### config.mk
export PLATFORM = sky130hd
export DESIGN_NAME = riscv_alu_exec
export DESIGN_NICKNAME = d
export VERILOG_FILES = /design/src/rtl/riscv_alu_exec.sv
export SDC_FILE = /design/constraint.sdc
export NUM_CORES = 1
export LEC_CHECK = 0
export ABC_AREA = 0
export CAP_MARGIN = 20
export CORE_MARGIN = 1.5
export CORE_UTILIZATION = 61
export DETAILED_ROUTE_END_ITERATION = 6
export PLACE_DENSITY = 0.95
export SLEW_MARGIN = 25
export SYNTH_ARGS = -nofsm -noshare
export SYNTH_HDL_FRONTEND = slang
export SYNTH_SLANG_ARGS = --single-unit
export TNS_END_PERCENT = 5
### constraint.sdc
create_clock -name clk -period 7.7 [get_ports clk]
set_clock_uncertainty 0.1 [all_clocks]
set_input_delay 1.54 -clock clk [delete_from_list [all_inputs] [get_ports clk]]
set_output_delay 1.54 -clock clk [all_outputs]
set_load 0.01 [all_outputs]
### src/rtl/riscv_alu_exec.sv
// riscv_alu_exec: execute-stage ALU with valid/ready handshakes on input and output.
// Define RISCV_ALU_MUL_EN to enable the iterative shift-add multiplier on code 1000.
module riscv_alu_exec #(
    parameter int unsigned XLEN = 32
) (
    input  logic            clk,
    input  logic            rst_n,
    input  logic            flush,
    input  logic            in_valid,
    output logic            in_ready,
    input  logic [3:0]      alu_ctrl,
    input  logic [XLEN-1:0] src_a,
    input  logic [XLEN-1:0] src_b,
    output logic            out_valid,
    input  logic            out_ready,
    output logic [XLEN-1:0] result,
    output logic            zero,
    output logic            illegal
);

    typedef enum logic [3:0] {
        OP_AND = 4'b0000,
        OP_OR  = 4'b0001,
        OP_ADD = 4'b0010,
        OP_SUB = 4'b0110,
        OP_SLT = 4'b0111,
        OP_NOR = 4'b1100,
        OP_MUL = 4'b1000
    } alu_op_e;

    logic [XLEN-1:0] alu_res;
    logic            alu_ill;
    logic            accept;
    logic            busy;
    logic            is_mul;
    logic            mul_done;
    logic [XLEN-1:0] mul_res;

    always_comb begin
        alu_res = '0;
        alu_ill = 1'b0;
        case (alu_ctrl)
            OP_AND:  alu_res = src_a & src_b;
            OP_OR:   alu_res = src_a | src_b;
            OP_ADD:  alu_res = src_a + src_b;
            OP_SUB:  alu_res = src_a - src_b;
            OP_SLT:  alu_res = {{(XLEN-1){1'b0}}, ($signed(src_a) < $signed(src_b))};
            OP_NOR:  alu_res = ~(src_a | src_b);
            default: alu_ill = 1'b1;
        endcase
    end

    assign in_ready = !busy && (!out_valid || out_ready) && !flush;
    assign accept   = in_valid && in_ready;

`ifdef RISCV_ALU_MUL_EN
    typedef enum logic {
        IDLE,
        MUL
    } state_e;

    localparam int unsigned CW = $clog2(XLEN);

    state_e          state;
    state_e          state_nxt;
    logic [CW-1:0]   cnt;
    logic [XLEN-1:0] acc;
    logic [XLEN-1:0] mul_a;
    logic [XLEN-1:0] mul_b;
    logic [XLEN-1:0] acc_step;

    assign is_mul   = (alu_ctrl == OP_MUL);
    assign busy     = (state == MUL);
    assign mul_done = (state == MUL) && (cnt == CW'(XLEN-1));
    assign acc_step = acc + (mul_b[0] ? mul_a : '0);
    assign mul_res  = acc_step;

    always_comb begin
        state_nxt = state;
        case (state)
            IDLE:    if (accept && is_mul) state_nxt = MUL;
            MUL:     if (mul_done) state_nxt = IDLE;
            default: state_nxt = IDLE;
        endcase
        if (flush) state_nxt = IDLE;
    end

    always_ff @(posedge clk or negedge rst_n) begin
        if (!rst_n) state <= IDLE;
        else        state <= state_nxt;
    end

    // One multiplier bit per cycle, LSB first: A shifts up as B shifts down.
    always_ff @(posedge clk or negedge rst_n) begin
        if (!rst_n) begin
            cnt   <= '0;
            acc   <= '0;
            mul_a <= '0;
            mul_b <= '0;
        end else if (flush) begin
            cnt <= '0;
        end else if (state == MUL) begin
            acc   <= acc_step;
            mul_a <= mul_a << 1;
            mul_b <= mul_b >> 1;
            cnt   <= cnt + CW'(1);
        end else if (accept && is_mul) begin
            acc   <= '0;
            mul_a <= src_a;
            mul_b <= src_b;
            cnt   <= '0;
        end
    end
`else
    assign is_mul   = 1'b0;
    assign busy     = 1'b0;
    assign mul_done = 1'b0;
    assign mul_res  = '0;
`endif

    always_ff @(posedge clk or negedge rst_n) begin
        if (!rst_n) begin
            out_valid <= 1'b0;
            result    <= '0;
            zero      <= 1'b1;
            illegal   <= 1'b0;
        end else if (flush) begin
            out_valid <= 1'b0;
        end else if (mul_done) begin
            result    <= mul_res;
            zero      <= (mul_res == '0);
            illegal   <= 1'b0;
            out_valid <= 1'b1;
        end else if (accept && is_mul) begin
            out_valid <= 1'b0;
        end else if (accept) begin
            result    <= alu_res;
            zero      <= (alu_res == '0);
            illegal   <= alu_ill;
            out_valid <= 1'b1;
        end else if (out_ready) begin
            out_valid <= 1'b0;
        end
    end

endmodule

==> results_dict.tcl <==
set metrics [dict create \
    drive_above_1_share 0.0552 \
    cp_top_family "buffers and inverters" \
    syn_area_um2 7050 \
    grt_pass1_vias 7729 \
    synth_cell_types 94 \
    fin_crit_ns 5.82 \
    grt_start_max_net_pins 39 \
    clock-sinks 35 \
    cap_viol_max_count 0 \
    use_met3 0.0829 \
    clk_path_buf_depth 2 \
    dp.cells 1186 \
    instances_no_fill 1195 \
    period_share 0.756 \
    rows 39 \
    setup_violations 0 \
    grtUsageMet1 0.559 \
    grt_pass1_wl_um 40300 \
    cts_tree "yes" \
    peakVddDrop_uv 148 \
    yosys_most_used_dff "dfrtp_1" \
    outcome "complete, no violations" \
    die_h_um 111 \
    portBuffers 108 \
    synth-async-reset-ratio 1.00 \
    detail_route.vias_per_cell 6.91 \
    r2r_slack_ns 4.37 \
    hold_path.class "flip-flop to flip-flop" \
    track_usage 0.401 \
    synth_warnings 0 \
    post_cts_buffers 0 \
    crit_arrival_ns 5.91 \
    finalCoreUtilization 0.732 \
    busiest_layer "met2" \
    path_cells "clkdlybuf4s50_1, inv_2, nand3_1, buf_4, o221ai_1, a21oi_1, o221ai_1, nor4_1, nand4_1, nor4_1, and4_1, nand4_1, o41ai_2" \
    drc_errors 0 \
    dr.pass1.iters 6 \
    use_met2 0.622 \
    maxSlewHeadroom 0.392 \
    crit_slowest_cell "clkdlybuf4s50_1" \
    fin_tns_setup_ns 0 \
    slew_viol_final 0 \
    finalHoldViolCount 0 \
    post_cts_resized 0 \
    die_x_um 111 \
    p_per_area_nw_per_um2 117 \
    postLayoutCellArea_um2 8320 \
    syn_inst 983 \
    rsz0062_at_grt "no" \
    worst_setup_path_start_kind "input port" \
    areaGrowthSynthToFinish_pct 18.0 \
    drt-total-wl_um 25000 \
    start_util 0.620 \
    core_area_um2 11400 \
    dieArea_um2 12200 \
    post_dp_cell_area_um2 8160 \
    critPathBufInv 3 \
    path_class "input port to flip-flop" \
    antenna_left 0 \
    cts_root_buffer "clkbuf_16" \
    antenna_found_initial 1 \
    syn_avg_cell_area_um2 7.18 \
    nNetsFinal 1227 \
    routed-via-count 8255 \
    clk_pin_slew_ns 0.05 \
    synth_enable_flop_cells 0 \
    required_ns 7.78 \
    ctsHoldBuffers 0 \
    synth_seq_area_share 0.124 \
    synth-seq-cells 35 \
    ios 109 \
    gp_congestion 1.03 \
    critPathMaxFanout 25 \
    worst_path_largest_cell_delay_ns 1.07 \
    drt-initial-drc-count 1095 \
    crit_path_end_kind "flip-flop" \
    cts_buffers 5 \
    wire_per_inst_um 20.9 \
    cts_max_level 2 \
    cellLeakagePower_nw 3.76 \
    tightest_slew_ns 0.889 \
    grt_overflow_total 0 \
    clk_latency_ns 0.27 \
    syn_nets 1160 \
    power_mw 0.974 \
    dp_hpwl_um 19200 \
    clock.fmax_mhz 172 \
]
==> cell usage after synthesis, drive strengths merged (6+ instances only) <==
library cell,count,area (um^2)
a221oi,16,146
nand2,76,285
a21o,18,135
nor2b,20,125
nor4,14,93.8
o21a,11,82.6
a22o,11,106
buf,19,116
a21oi,82,410
nand4,10,62.6
nor3,25,130
o211ai,14,105
a211o,7,61.3
ha,102,1280
nand2b,11,71.3
a311oi,6,70.1
o21bai,11,82.6
a31oi,6,37.5
a211oi,10,80.1
or3,10,67.6
dfrtp,34,851
o221ai,8,70.1
nand3,14,70.1
a221o,18,180
clkbuf,40,154
o2111ai,6,52.6
inv,96,360
nor2,103,387
o31ai,11,82.6
o21ai,77,385
==> state kept, by name, summed over array words and instances, names as in the netlist <==
register   count
result        32
illegal        1
out_valid      1
zero           1
==> kinds of logic after synthesis <==
family	synth area share
compound gates	0.367
fa+ha+maj	0.187
flops	0.124
buf+inv	0.0894
simple gates	0.215
mux	0.0137
xor+xnor	0.00373
==> worst register-to-register path, cell delays in order (launching register included) <==
cell,delay [ns]
dfrtp_1,0.37
nor2b_1,0.15
or3b_2,0.44
buf_4,0.28
a21oi_1,0.18
o211ai_1,0.11
a21oi_1,0.16
o21a_1,0.26
nand4_1,0.20
nor4_1,0.32
and4_1,0.25
nand4_1,0.11
o41ai_2,0.33
==> metal layers <==
metal,vias to the layer above,share of wire
li1,3770,-
met1,3840,0.41
met2,571,0.44
met3,74,0.12
met4,0,0.030
met5,-,0
==> area by class of cell <==
cell class	count	area, um^2
inverter	96	360
sequential	35	877
timing repair buffer	119	1160
clock inverter	1	7.51
antenna	1	2.50
fill	894	3050
tap	143	179
multi-input combinational	793	5580
clock buffer	7	153
==> power by group <==
group          leakage [nW]  switching (mW)  internal [mW]  total, mW
clock network        0.0762          0.0765          0.137      0.214
registers             0.462          0.0148          0.205      0.220
logic                  3.22           0.320          0.220      0.540
total                  3.76           0.411          0.563      0.974
==> stage by stage <==
stage,worst slack [ns],hold WS [ns]
2_1_floorplan,3.03,0.387
3_3_place_gp,1.85,0.362
3_5_place_dp,1.78,0.371
4_1_cts,1.98,0.383
5_1_grt,1.60,0.397
6_report,1.88,0.379
==> cells in the final DEF, fill, tap and decap left out, types with 14 or more instances in the layout <==
cell,count
clkdlybuf4s50_1,108
nor2_1,103
ha_1,102
inv_1,90
a21oi_1,82
nand2_1,76
o21ai_0,67
dfrtp_1,34
nor3_1,23
nor2b_1,20
a21o_1,18
a221o_1,18
a221oi_1,15
nand3_1,14
o211ai_1,14
==> final timing paths <==
| kind | cells after the start | endpoint | from |
|---|---|---|---|
| min reg2reg | 2 | result[3] | result[3] |
| min in group asynchronous | 2 | result[4] | rst_n |
| min | 2 | result[3] | result[3] |
| max in group asynchronous | 2 | zero | rst_n |
| max | 13 | zero | alu_ctrl[0] |
| max reg2reg | 12 | zero | out_valid |
Power figures use the tool's default switching activity.
